**config.mk**
```make
export PLATFORM = sky130hd
export DESIGN_NAME = proc_job_driver
export DESIGN_NICKNAME = d
export VERILOG_FILES = /design/src/rtl/proc_job_driver_pkg.sv /design/src/rtl/proc_job_driver_job_fifo.sv /design/src/rtl/proc_job_driver.sv
export SDC_FILE = /design/constraint.sdc
export NUM_CORES = 1
export LEC_CHECK = 0
export ABC_CLOCK_PERIOD_IN_PS = 4000
export CORE_ASPECT_RATIO = 0.8
export CORE_MARGIN = 4
export CORE_UTILIZATION = 40
export CTS_CLUSTER_DIAMETER = 50
export DETAILED_ROUTE_END_ITERATION = 10
export PLACE_DENSITY = 0.63
export SLEW_MARGIN = 0
export SYNTH_ARGS = -nofsm -noshare
export SYNTH_HDL_FRONTEND = slang
export SYNTH_SLANG_ARGS = --single-unit
```
**constraint.sdc**
```tcl
create_clock -name clk -period 4 [get_ports clk]
set_clock_uncertainty 0.1 [all_clocks]
set_input_delay 0.6 -clock clk [delete_from_list [all_inputs] [get_ports clk]]
set_output_delay 0.6 -clock clk [all_outputs]
set_load 0.005 [all_outputs]
```
**src/rtl/proc_job_driver_pkg.sv**
```systemverilog
// Shared types and constants for the permutation-engine job driver:
// coordinate width, legal coordinate limits, FSM encoding and the job record.
package proc_job_driver_pkg;

    // Width of each engine coordinate (X, Y, Z)
    localparam int COORD_W = 7;

    // Width of one packed job record {x, y, z}
    localparam int JOB_W = 3 * COORD_W;

    // Largest legal X and Y coordinates accepted by the engine
    localparam logic [COORD_W-1:0] X_MAX = COORD_W'(4);
    localparam logic [COORD_W-1:0] Y_MAX = COORD_W'(4);

    // Issue FSM: pop in IDLE, pulse start in LAUNCH, wait for the done edge,
    // then leave one recovery cycle before the next pop
    typedef enum logic [1:0] {
        IDLE   = 2'd0,
        LAUNCH = 2'd1,
        WAIT   = 2'd2,
        RETIRE = 2'd3
    } state_t;

    // One queued job as stored in the FIFO
    typedef struct packed {
        logic [COORD_W-1:0] x;
        logic [COORD_W-1:0] y;
        logic [COORD_W-1:0] z;
    } job_t;

    // Bits needed for a counter that must be able to hold the value 'timeout'
    function automatic int tmo_width(input int timeout);
        return (timeout < 1) ? 1 : $clog2(timeout + 1);
    endfunction

endpackage

```
**src/rtl/proc_job_driver_job_fifo.sv**
```systemverilog
// Small synchronous job FIFO (DEPTH entries of one job_t each).
// Pointers wrap naturally because DEPTH is a power of two; the occupancy
// counter distinguishes full from empty when the pointers are equal.
module proc_job_driver_job_fifo
    import proc_job_driver_pkg::*;
#(
    parameter int DEPTH = 4
) (
    input  logic clk,
    input  logic rst,
    input  logic push,
    input  job_t push_data,
    input  logic pop,
    output job_t pop_data,
    output logic full,
    output logic empty
);

    localparam int PTR_W = $clog2(DEPTH);
    localparam int CNT_W = $clog2(DEPTH + 1);
    localparam logic [CNT_W-1:0] FULL_CNT = CNT_W'(DEPTH);

    job_t             mem [DEPTH];
    logic [PTR_W-1:0] wr_ptr;
    logic [PTR_W-1:0] rd_ptr;
    logic [CNT_W-1:0] count;
    logic             do_push;
    logic             do_pop;

    assign full     = (count == FULL_CNT);
    assign empty    = (count == '0);
    assign do_pop   = pop && !empty;
    // A push into a full FIFO is only legal when the head leaves in the same cycle
    assign do_push  = push && (!full || do_pop);
    assign pop_data = mem[rd_ptr];

    // Storage array; contents are meaningless until written, so no reset
    always_ff @(posedge clk) begin
        if (do_push) begin
            mem[wr_ptr] <= push_data;
        end
    end

    // Read/write pointers and occupancy count
    always_ff @(posedge clk or negedge rst) begin
        if (!rst) begin
            wr_ptr <= '0;
            rd_ptr <= '0;
            count  <= '0;
        end else begin
            if (do_push) begin
                wr_ptr <= wr_ptr + 1'b1;
            end
            if (do_pop) begin
                rd_ptr <= rd_ptr + 1'b1;
            end
            case ({do_push, do_pop})
                2'b10:   count <= count + 1'b1;
                2'b01:   count <= count - 1'b1;
                default: count <= count;
            endcase
        end
    end

endmodule

```
**src/rtl/proc_job_driver.sv**
```systemverilog
// Job driver for the permutation engine's start/done interface.
// Buffers (X,Y,Z) jobs from the host, rejects out-of-range coordinates,
// launches one job at a time with a single-cycle start pulse, and retires it
// on the rising edge of doneIn or after TIMEOUT wait cycles.
module proc_job_driver
    import proc_job_driver_pkg::*;
#(
    parameter int N       = 4,
    parameter int DEPTH   = 4,
    parameter int TIMEOUT = 1023
) (
    input  logic               clk,
    input  logic               rst,
    input  logic               job_valid,
    input  logic [COORD_W-1:0] job_x,
    input  logic [COORD_W-1:0] job_y,
    input  logic [COORD_W-1:0] job_z,
    output logic               job_ready,
    output logic               start,
    output logic [COORD_W-1:0] X,
    output logic [COORD_W-1:0] Y,
    output logic [COORD_W-1:0] Z,
    input  logic               doneIn,
    output logic               busy,
    output logic [7:0]         jobs_done,
    output logic               drop_err,
    output logic               timeout_err,
    input  logic               clr_err
);

    localparam int TMO_W = tmo_width(TIMEOUT);
    localparam logic [TMO_W-1:0]   TMO_LIM = TMO_W'(TIMEOUT);
    // Z must stay below 16*N; one extra bit keeps the limit itself representable
    localparam logic [COORD_W:0]   Z_LIM   = (COORD_W + 1)'(16 * N);

    state_t           state;
    logic             done_q;
    logic             done_rise;
    logic [TMO_W-1:0] tmo_cnt;
    logic [TMO_W-1:0] tmo_next;
    logic             tmo_hit;
    logic             in_range;
    logic             accept;
    logic             push;
    logic             pop;
    logic             drop_evt;
    logic             tmo_evt;
    logic             fifo_full;
    logic             fifo_empty;
    job_t             in_job;
    job_t             head;

    // Host handshake: ready depends only on FIFO occupancy, never on job_valid
    assign job_ready = !fifo_full;
    assign accept    = job_valid && job_ready;
    assign in_range  = (job_x <= X_MAX) && (job_y <= Y_MAX) && ({1'b0, job_z} < Z_LIM);
    // Out-of-range jobs still complete the handshake but are never stored
    assign push      = accept && in_range;
    assign drop_evt  = accept && !in_range;
    assign in_job    = '{x: job_x, y: job_y, z: job_z};

    // Only the IDLE state dequeues, so the FIFO is never popped while empty
    assign pop       = (state == IDLE) && !fifo_empty;

    // Completion is the rising edge of doneIn; a level left high from the
    // previous job never counts as a new completion
    assign done_rise = doneIn && !done_q;

    // tmo_cnt holds the number of WAIT cycles already spent; the job times
    // out at the end of WAIT cycle number TIMEOUT unless done arrives then
    assign tmo_next  = tmo_cnt + 1'b1;
    assign tmo_hit   = (tmo_next == TMO_LIM);
    assign tmo_evt   = (state == WAIT) && !done_rise && tmo_hit;

    proc_job_driver_job_fifo #(
        .DEPTH (DEPTH)
    ) u_job_fifo (
        .clk       (clk),
        .rst       (rst),
        .push      (push),
        .push_data (in_job),
        .pop       (pop),
        .pop_data  (head),
        .full      (fifo_full),
        .empty     (fifo_empty)
    );

    // Registered copy of doneIn for edge detection
    always_ff @(posedge clk or negedge rst) begin
        if (!rst) begin
            done_q <= 1'b0;
        end else begin
            done_q <= doneIn;
        end
    end

    // Issue FSM with registered start, busy, coordinates, timeout counter and completion count
    always_ff @(posedge clk or negedge rst) begin
        if (!rst) begin
            state     <= IDLE;
            start     <= 1'b0;
            busy      <= 1'b0;
            X         <= '0;
            Y         <= '0;
            Z         <= '0;
            tmo_cnt   <= '0;
            jobs_done <= '0;
        end else begin
            start <= 1'b0;
            case (state)
                IDLE: begin
                    // Coordinates change only here and then hold until the next pop
                    if (pop) begin
                        X     <= head.x;
                        Y     <= head.y;
                        Z     <= head.z;
                        start <= 1'b1;
                        busy  <= 1'b1;
                        state <= LAUNCH;
                    end
                end
                LAUNCH: begin
                    tmo_cnt <= '0;
                    state   <= WAIT;
                end
                WAIT: begin
                    tmo_cnt <= tmo_next;
                    // done takes priority over a timeout in the same cycle
                    if (done_rise) begin
                        jobs_done <= jobs_done + 1'b1;
                        busy      <= 1'b0;
                        state     <= RETIRE;
                    end else if (tmo_hit) begin
                        busy      <= 1'b0;
                        state     <= RETIRE;
                    end
                end
                RETIRE: begin
                    // One-cycle recovery gap for the engine before the next pop
                    state <= IDLE;
                end
                default: begin
                    state <= IDLE;
                end
            endcase
        end
    end

    // Sticky error flags; a new error in the same cycle as clr_err keeps the flag set
    always_ff @(posedge clk or negedge rst) begin
        if (!rst) begin
            drop_err    <= 1'b0;
            timeout_err <= 1'b0;
        end else begin
            if (drop_evt) begin
                drop_err <= 1'b1;
            end else if (clr_err) begin
                drop_err <= 1'b0;
            end
            if (tmo_evt) begin
                timeout_err <= 1'b1;
            end else if (clr_err) begin
                timeout_err <= 1'b0;
            end
        end
    end

endmodule

```
## After elaboration in Yosys (flattened, before gate mapping)

Memory sizes are Yosys's and may differ from the RTL's. A register that Yosys moved wholly into a read port is not among the register bits.
Index checks and enable logic that the tools add are counted.

| cells by class | value |
|---|---|
| add/subtract/negate cells | 6 |
| magnitude comparators | 3 |
| eq/ne operators | 9 |
| multiplexer cells | 17 |
| reductions and logical operators | 29 |

Operators with widths:

| kind | count |
|---|---|
| $pmux W10 S2 | 1 |
| $le A7 B3 Y1 const B | 2 |
| $logic_and A1 B1 Y1 | 11 |
| $add A10 B1 Y10 const B | 1 |
| $eq A10 B10 Y1 const B | 1 |
| $mux W1 | 10 |
| $reduce_bool A2 Y1 | 5 |
| $add A8 B1 Y8 const B | 1 |
| $pmux W2 S4 | 1 |
| $lt A7 B7 Y1 const B | 1 |
| $eq A2 B2 Y1 const B | 3 |
| $logic_not A1 Y1 | 6 |
| $mux W2 | 3 |
| $pmux W3 S2 | 1 |
| $reduce_and A2 Y1 | 3 |
| $add A2 B1 Y2 const B | 2 |
| $eq A2 B1 Y1 const B | 2 |
| $add A3 B1 Y3 const B | 1 |
| $eq A3 B3 Y1 const B | 1 |
| $logic_not A3 Y1 | 1 |
| $ne A3 B3 Y1 const B | 1 |
| $reduce_and A3 Y1 | 1 |
| $sub A3 B1 Y3 const B | 1 |
| $logic_not A2 Y1 | 1 |
| 3 further kinds | 3 |

| storage, ports and cells | value |
|---|---|
| register bits after elaboration | 32 |
| memory bits (writable) | 84 |
| bits of input ports | 26 |
| output and inout port bits | 34 |
| logic and storage cells | 76 |
| memories kept | 1 |

Memories:

| name | depth | width | rd ports | clocked after Yosys merged registers in | write ports | line | source |
|---|---|---|---|---|---|---|---|
| u_job_fifo.mem | 4 | 21 | 1 | 1 | 1 | proc_job_driver_job_fifo.sv:23 | `job_t mem [DEPTH];` |

## Logic depth before layout (Yosys ltp)

Gate-level depths: netlist (run 1).

| logic depth | value |
|---|---|
| depth in word-level cells | 8 |
| gate-level depth with buffers | 11 |

## Cells and area by module

Synthesis (run 1) repeated with hierarchy kept, for this count alone.

| unflattened totals | value |
|---|---|
| cell total of the unflattened synthesis | 366 |
| area, all modules | 5771.8 um^2 |

By module, submodules not included:

| module | times used | cells an instance | area each (um^2) | sequential area each (um^2) |
|---|---|---|---|---|
| proc_job_driver_job_fifo | 1 | 164 | 3545.9 | 2697.6 |
| proc_job_driver | 1 | 202 | 2225.9 | 1151.1 |

## Worst setup path before layout (run 1)

OpenSTA, ideal clock, no wires.

| timing | value |
|---|---|
| kind | input to register |
| from | input port job_x[3] |
| to | register u_job_fifo.count[2] |
| library setup time | 125 ps |
| arrival | 2388 ps |
| required time | 3775 ps |
| slack | 1387 ps |
| stages | 10 |
| path buffers | 0 |
| cells stage by stage | nor4_1 > nand4_1 > nor4_1 > and2b_1 > inv_1 > ha_1 > fa_1 > xnor2_1 > nor2_1 > xor2_1 |

| between the ends | value |
|---|---|
| longest elaborated chain between the ends | 7 |

Ends and longest elaborated chain:

| what | line | source |
|---|---|---|
| from (decl) | proc_job_driver.sv:15 | `input logic [COORD_W-1:0] job_x,` |
| $le A7 B3 Y1 * | proc_job_driver.sv:56 | `assign in_range = (job_x <= X_MAX) && (job_y <= Y_MAX) && ({1'b0, job_z} < Z_LIM);` |
| $logic_and A1 B1 Y1 * (2 in a row) | proc_job_driver.sv:56 |  |
| $logic_and A1 B1 Y1 * | proc_job_driver.sv:58 | `assign push = accept && in_range;` |
| $logic_and A1 B1 Y1 * | proc_job_driver_job_fifo.sv:34 | `assign do_push = push && (!full \|\| do_pop);` |
| $eq A2 B1 Y1 or $eq A2 B2 Y1 (tied branches) | proc_job_driver_job_fifo.sv:57 | `case ({do_push, do_pop})` |
| $pmux W3 S2 or $reduce_bool A2 Y1 (tied branches) | - |  |
| to (signal assigned) | proc_job_driver_job_fifo.sv:58 | `2'b10: count <= count + 1'b1;` |
| to (signal assigned) | proc_job_driver_job_fifo.sv:59 | `2'b01: count <= count - 1'b1;` |
| to (signal assigned) | proc_job_driver_job_fifo.sv:60 | `default: count <= count;` |
| to (decl) | proc_job_driver_job_fifo.sv:26 | `logic [CNT_W-1:0] count;` |

Mark *: on every way between the ends. The rest lies on a longest branch, timed or not.
A chain may end at the register's enable or synchronous reset.

## Worst setup path after layout (run 1)

Ends and elaborated chain as after synthesis.

==> results by stage, run 1 <==
Synthesis:
- The post-synthesis register bit count is approximately 140.
- The synthesized area is 5560 um2.
- The commonest register cell after synthesis is sky130_fd_sc_hd__edfxtp_1.
- The fraction of synthesized cell area taken by the top area cell type is 45.3%.
- The proportion of register bits with asynchronous set or reset after synthesis is between 30% and 40%.
- The synthesized netlist contains 44 unique library cells.
- By count the netlist is led by 84 x sky130_fd_sc_hd__edfxtp_1, 76 x sky130_fd_sc_hd__nand2_1, 53 x sky130_fd_sc_hd__dfrtp_1, 21 x sky130_fd_sc_hd__mux4_2, 12 x sky130_fd_sc_hd__inv_1.
- In the synthesized netlist, the number of instances is about 370.
- The number of flops mapped to enable cells by yosys is 84.
- Sequential elements use 69.2% of the synthesized area.
- The count of synthesis-stage warnings from yosys is 0.
- The dominant cell type by area after synthesis is sky130_fd_sc_hd__edfxtp_1.
- The number of nets handed over by synthesis was 404.
- Yosys instantiated no cell more often than sky130_fd_sc_hd__edfxtp_1.
- Yosys attributes the largest share of cell area to sky130_fd_sc_hd__edfxtp_1 45%, sky130_fd_sc_hd__dfrtp_1 24%, sky130_fd_sc_hd__mux4_2 8.5%.
- Dividing the synthesized area by the synthesized cell count gives 15.2 um2.

STA:
- The final critical path takes up 77.8% of the cycle.
- The total count of max-transition violations in the final report came to 0.
- Setup violations remaining at the end of the flow were counted as 0.
- Final hold analysis gives a worst-case slack of 0.208 ns.
- Setup repair after global routing left no endpoint under its margin.
- The slew at the pin closest to its max-slew limit is 1.08 ns.
- The count of final hold-check violations was 0.
- Setup total negative slack on the finished layout was measured at 0 ns.
- The minimum period implied by the final worst setup slack is roughly 3.1 ns.
- The normalized max-slew margin is between 20% and 30%.
- The highest clock rate is 321 MHz.

Floorplanning:
- The chip height is about 110 um.
- In this run the standard cell core region covers 13,600 um2.
- The die covers 15,900 um2.
- The starting utilization of the core area is 40.9%.
- The floorplan die width is 140 um.
- For this design the top-level I/O count stands at 60.
- Row generation in the floorplan step produced 38 rows.

Clocking:
- TritonCTS built the clock tree.
- In this run the deepest clock path goes through 2 buffers.
- Gates resized during post-CTS repair numbered 0.
- The worst-skew pair later-pin latency is approximately 0.42 ns.
- In this run the number of H-tree levels came out at 4.
- The tree is rooted in a sky130_fd_sc_hd__clkbuf_16.
- In this run, post-CTS hold repair placed 0 buffers.
- After clock tree synthesis, the setup repair step added 0 buffers.
- The clock-pin slew of the registers on the worst-case setup and hold paths is about 0.06 ns.
- CTS saw 137 sinks.
- The CTS buffer count is 17.

Route:
- The routed layout has around 3,200 vias.
- The number of DRC markers after the initial detailed-route iteration is 209.
- For this block, the routed nets add up to 11,200 um of wire.
- In this run the remaining antenna-violating nets after routing total 0.
- The pre-antenna-repair detailed-routing pass consisted of 5 iterations.
- After detailed routing, the number of remaining DRC violations is 0.
- Dividing the detail-routed via count by the number of cells gives about 5.
- The routed wirelength normalized by instance count is 17.9 um.

Placed design:
- The global placement routability congestion is 0.812.
- The detailed placement HPWL is 7300 um.
- The number of port buffers is 59.

Setup path:
- The critical path class is in2reg.
- The critical path launch point type is an input port.
- The data required time at the worst endpoint is roughly 4.2 ns.
- The nature of the critical path endpoint is a register.
- Data arrives at the worst endpoint at 3.31 ns.
- In this run the worst path has a maximum fanout of 7.

Worst hold path:
- The worst hold path class is in2async.

Final layout:
- The net count of the finished layout is 474.
- The area overhead of the layout relative to synthesis is 27.1%.
- The antenna diode count is 0.
- In the final layout, the share of cells above drive strength 1 is 16.0%.
- The filler cells instantiated in the layout total 1,149.

Power:
- Power comes to 4.91 mW.
- The total power density per cell area is 695 nW/um2.
- The peak ir drop on the vdd network is 347 uV.
- The reported leakage power is 2.70 nW.

GRT:
- The first global-routing pass estimated ~18,000 um of wire.
- The overall overflow remaining after global route is 0.
- The total global-route track usage is 15.2%.
- The maximum number of pins on one net before global-route repair is 36.
- The number of antenna violations at the first check in global routing is 0.
- The number of global-route vias before repair is 3,328.

Run:
- Max-cap violations in this run came to 0.

Outcome:
- The flow ran to the end, and the final reports show no timing, DRC or antenna violations.
## report_power, final
part           internal [mW]  switching [mW]  leakage (nW)
clock network           1.15           0.588         0.326
registers               1.70           0.214          1.43
logic                  0.673           0.591         0.952
total                   3.52            1.39          2.70
## critical path: stages
cell	delay, ns
sky130_fd_sc_hd__clkdlybuf4s50_1	0.48
sky130_fd_sc_hd__nor4_1	0.49
sky130_fd_sc_hd__nand4_1	0.14
sky130_fd_sc_hd__nor4_1	0.26
sky130_fd_sc_hd__and2b_1	0.31
sky130_fd_sc_hd__inv_1	0.07
sky130_fd_sc_hd__ha_1	0.22
sky130_fd_sc_hd__fa_1	0.38
sky130_fd_sc_hd__xnor2_1	0.16
sky130_fd_sc_hd__nor2_1	0.06
sky130_fd_sc_hd__xor2_1	0.13
## cell families (layout without fill, tap and decap cells)
kind of cell | count (synthesis) | count (layout) | share of synthesized area, %
flip-flops | 137 | 137 | 69.2
AND/OR/NAND/NOR | 114 | 114 | 9.47
AO/OA/AOI/OAI | 32 | 32 | 4.23
buffers and inverters | 28 | 111 | 2.14
multiplexers | 27 | 27 | 9.65
XOR/XNOR | 16 | 16 | 2.52
adder cells (fa/ha/maj) | 12 | 12 | 2.83
## stage by stage
| stage | cell area, um2 | setup slack, ns | utilization (%) | std cells |
|---|---|---|---|---|
| 2_1_floorplan | 5560 | 1.39 | - | 366 |
| 3_3_place_gp | 6410 | 0.395 | 47.1 | 597 |
| 5_1_grt | 7070 | 0.540 | 52.0 | 629 |
| 4_1_cts | 7070 | 0.809 | 52.0 | 629 |
| 3_5_place_dp | 6410 | 0.371 | 47.1 | 597 |
| 6_report | 7070 | 0.889 | 52.0 | 629 |
## final timing paths
kind                          start                   to  slack, ns  cells after the start
max                        job_x[3]  u_job_fifo.count[2]       0.89                     11
min                             rst           tmo_cnt[5]       0.21                      1
max reg2reg                state[0]         jobs_done[5]       1.66                      7
min reg2reg                    Z[1]                 Z[1]       0.37                      2
max in group asynchronous       rst         jobs_done[7]       2.77                      2
min in group clk               Z[1]                 Z[1]       0.37                      2
## area by class of cell
type | instances | area, um2 | share of cell area [%]
multi-input combinational | 201 | 1600 | 22.6
tap | 180 | 225 | 3.18
sequential | 137 | 3850 | 54.4
clock buffer | 20 | 467 | 6.60
clock inverter | 12 | 195 | 2.76
timing repair buffer | 67 | 696 | 9.84
inverter | 12 | 45.0 | 0.637
## flip-flops by register name, summed over array words and instances, names as in the netlist
| signal | flops |
|---|---|
| u_job_fifo.mem | 84 |
| tmo_cnt | 10 |
| jobs_done | 8 |
| X | 7 |
| Y | 7 |
| Z | 7 |
| u_job_fifo.count | 3 |
| state | 2 |
| u_job_fifo.rd_ptr | 2 |
| u_job_fifo.wr_ptr | 2 |
| busy | 1 |
| done_q | 1 |
| drop_err | 1 |
| start | 1 |
| timeout_err | 1 |
## per-layer routing
| metal | up-vias | GRT usage [%] | share of wire [%] |
|---|---|---|---|
| met5 | - | 0 | 0 |
| met4 | 0 | 7.36 | 1.4 |
| met3 | 15 | 3.48 | 2.7 |
| met2 | 53 | 22.9 | 48 |
| met1 | 1623 | 21.2 | 48 |
| li1 | 1483 | - | - |
## placed cells by master (no fill, tap or decap), types with 3 or more instances in the layout
cell,Yosys,final
sky130_fd_sc_hd__nand4_1,5,5
sky130_fd_sc_hd__clkbuf_16,0,17
sky130_fd_sc_hd__and2_1,6,6
sky130_fd_sc_hd__nor2_1,6,6
sky130_fd_sc_hd__and3_1,3,3
sky130_fd_sc_hd__a22o_1,4,4
sky130_fd_sc_hd__dfrtp_1,53,53
sky130_fd_sc_hd__xor2_1,5,5
sky130_fd_sc_hd__nand2_1,76,76
sky130_fd_sc_hd__inv_1,12,12
sky130_fd_sc_hd__mux4_2,21,21
sky130_fd_sc_hd__mux2_2,3,3
sky130_fd_sc_hd__mux2i_1,3,3
sky130_fd_sc_hd__clkinv_2,0,4
sky130_fd_sc_hd__ha_1,11,11
sky130_fd_sc_hd__buf_4,2,4
sky130_fd_sc_hd__clkbuf_8,0,3
sky130_fd_sc_hd__clkdlybuf4s50_1,0,58
sky130_fd_sc_hd__a21oi_1,5,5
sky130_fd_sc_hd__nand3_1,6,6
sky130_fd_sc_hd__o21ai_0,7,7
sky130_fd_sc_hd__xnor2_1,11,11
sky130_fd_sc_hd__buf_12,0,4
sky130_fd_sc_hd__o2bb2ai_1,3,3
sky130_fd_sc_hd__bufinv_16,0,5
sky130_fd_sc_hd__edfxtp_1,84,84
(Power assumes the default switching activity.)
==> run 2: changes to the inputs <==
ABC_CLOCK_PERIOD_IN_PS = 2950   (was 4000)
clock period = 2.95 ns   (was 4 ns; I/O delays follow)
==> results by stage, run 2 (synthesis results as in run 1) <==
Final layout:
- Counting flops per register, the top entry is u_job_fifo.mem.
- The utilization of the core after routing is between 50% and 60%.
- At the end of the flow, the number of nets in the layout was 489.
- The top cell types in the final layout, fill and taps aside, are 84 x sky130_fd_sc_hd__edfxtp_1, 76 x sky130_fd_sc_hd__nand2_1, 58 x sky130_fd_sc_hd__clkdlybuf4s50_1.
- The final instance area is 7210 um2.
- Leaving out fill and tap cells, the most frequent cell in the layout is sky130_fd_sc_hd__edfxtp_1.
- The number of flip-flops under the largest register name is 84.
- For this run, the number of standard cells in the final layout without fillers is 644.
- The area overhead of the layout relative to synthesis is 29.6%.
- The largest registers in the layout are u_job_fifo.mem (84), tmo_cnt (10), jobs_done (8).
- The fraction of layout cells with a size suffix above 1 is between 10% and 20%.
- 0 antenna diodes ended up in the layout.

Route:
- The antenna violation net count after detailed routing is 0.
- In the routed design, unresolved DRC markers number 0.
- The routed design has 11,300 um of wire.
- For this block, the initial DRC count from the detailed router was 195.
- The number of search-and-repair iterations in the first detailed-routing pass is 4.
- In the final routed layout, each cell accounts on average for 17.5 um.
- The ratio of routed vias to standard cells is 5.00.
- Summing over every cut layer, the via total after detailed routing is about 3,200.

Clocking:
- The H-tree was split into 4 levels.
- For the worst-skew pair, the clock arrives at the later sink with an insertion delay of between 0.4 and 0.5 ns.
- The buffer count from post-CTS setup fixing is 0.
- The CTS buffer count is 17.
- For this design, the sink count on the clock tree is 137.
- The clock-pin slew of the registers on the worst-case setup and hold paths is 0.06 ns.
- The tree is rooted in a sky130_fd_sc_hd__clkbuf_16.
- The clock tree from TritonCTS is yes.
- The clock passes through at most 2 buffers.

STA:
- The count of final hold-check violations is 0.
- The total count of max-transition violations in the final report is 0.
- The worst path meets setup with between 0.2 and 0.25 ns of slack.
- At the pin with the least slew margin, the transition time is 0.607 ns.
- The final-report setup violation count is 0.
- The post-route fraction of the period consumed by the critical path is 92.9%.
- The normalized max-slew margin is 59.5%.
- The minimum period implied by the final worst setup slack is 2.74 ns.
- Setup repair after global routing left no endpoint under its margin.
- Based on the critical path, the design can be clocked at up to 365 MHz.

Worst hold path:
- The startpoint of the lowest-slack hold path is Y[5].
- The worst hold path class is reg2reg.
- The worst hold path terminates at Y[5].
- The cell count of the worst hold path is 2.

Floorplanning:
- The area of the die is 15,900 um2.
- The total area inside the core boundary comes to 13,600 um2.
- From bottom edge to top edge, the die measures 113 um.
- The starting utilization of the core area is between 40% and 50%.
- The count of boundary I/O pins is 60.
- The standard-cell row count is 38.
- The floorplan die width is 140 um.

Setup path:
- Among cell families on the critical path, the largest total delay comes from simple AND/OR/NAND/NOR gates.
- Together, buffers and inverters on the worst path number 3.
- The nature of the critical path endpoint is a register.
- The critical path class is in2reg.
- The delay of the slowest critical-path stage is 0.50 ns.
- The most frequent cell on the critical path is sky130_fd_sc_hd__nor4_2.
- The worst reg2reg path endpoint is jobs_done[5].
- The data arrival time of the worst path is 2.93 ns.
- The startpoint of the worst register-to-register path is state[0].
- The critical path launch point type is an input port.
- In this run the worst path has a maximum fanout of 5.
- Measured in cells, the most critical reg-to-reg path has a length of 7.
- The reg-to-reg setup timing slack is 0.65 ns.
- STA puts the critical path data required time at 3.14 ns.
- On the critical path, the stage with the largest delay is an instance of sky130_fd_sc_hd__clkdlybuf4s50_1.
- Walking the worst path, the cells encountered are clkdlybuf4s50_1 > nor4_2 > buf_4 > nand4_1 > nor4_2 > and2b_1 > inv_1 > ha_1 > fa_1 > xnor2_1 > nor2_1 > xor2_1.

GRT:
- Global routing used 15.2% of the available tracks across all layers.
- The number of global-route vias before repair is 3,327.
- The first global-routing pass estimated 18,300 um of wire.
- The number of antenna violations at the first check in global routing is 0.
- The maximum number of pins on one net before global-route repair is 24.
- The overall overflow remaining after global route is 0.

Power:
- The design draws 6.72 mW.
- IR analysis of the VDD net gives a maximum drop of around 570 uV.
- In this run the static leakage power is roughly 2.8 nW.
- The total power density per cell area is 931 nW/um2.

Placed design:
- At the end of routability-driven placement, the weighted congestion stood at 0.799.
- The count of buffers added on input and output ports is about 60.
- After detailed placement, the design holds a cell count of 611.
- The instance area after placement is between 6000 and 7000 um2.
- The detailed placement HPWL is 7110 um.
- The pre-CTS setup slack is -0.278 ns.

Outcome:
- The flow ran to the end, and the final reports show no timing, DRC or antenna violations.

Run:
- Across the run, the number of max-cap violations was 0.
-- run 2: final cells by class --
type | count | area (um2)
clock buffers | 21 | 470
clock inverters | 11 | 190
fillers | 1170 | 6390
inverters | 12 | 45.0
multi-input cells | 201 | 1610
flip-flops and latches | 137 | 3850
well taps | 180 | 225
repair buffers | 82 | 823
-- run 2: worst register-to-register path, delay by kind of cell (launching register included) --
family,cells,cell delay (ns)
AND/OR/NAND/NOR,3,0.90
flip-flops,1,0.38
XOR/XNOR,1,0.13
adder cells (fa/ha/maj),1,0.39
buffers and inverters,2,0.30
-- run 2: what timing repair did --
action                                 in CTS  in global routing
endpoints found under the hold margin      16                  0
setup endpoints to repair                   0                  1
gates resized for setup                     0                  3
hold buffers                                1                  0
-- run 2: worst max path at each step --
stage / start / endpoint / slack [ns] / cells after the start
floorplan: job_x[3] / u_job_fifo.count[2] / 0.49 / 10
global placement: job_y[0] / u_job_fifo.count[2] / -0.20 / 12
detailed placement: job_y[0] / u_job_fifo.count[2] / -0.28 / 12
CTS: job_x[3] / u_job_fifo.count[2] / 0.14 / 12
global route: job_x[3] / u_job_fifo.count[2] / 0.06 / 12
finish: job_x[3] / u_job_fifo.count[2] / 0.21 / 12
-- run 2: routing by layer --
metal / global-route usage [%] / vias to the layer above / share of wire, %
li1: - / 1514 / -
met1: 20.7 / 1636 / 46
met2: 23.9 / 64 / 49
met3: 4.36 / 7 / 4.5
met4: 4.45 / 0 / 1.1
met5: 0 / - / 0
-- run 2: per-stage QoR --
| stage | hold WS [ns] | setup TNS, ns |
|---|---|---|
| after floorplan | 0.0469 | 0 |
| after global placement | 0.327 | -0.339 |
| after detailed placement | 0.350 | -0.495 |
| after CTS | 0.376 | 0 |
| after global routing | 0.386 | 0 |
| final | 0.374 | 0 |
-- run 2: where the power goes --
group / total [mW] / internal [mW] / switching (mW) / leakage [nW]
Combinational: 1.81 / 0.963 / 0.848 / 1.03
Clock: 2.36 / 1.57 / 0.787 / 0.325
Sequential: 2.55 / 2.30 / 0.249 / 1.43
Total: 6.72 / 4.83 / 1.88 / 2.78
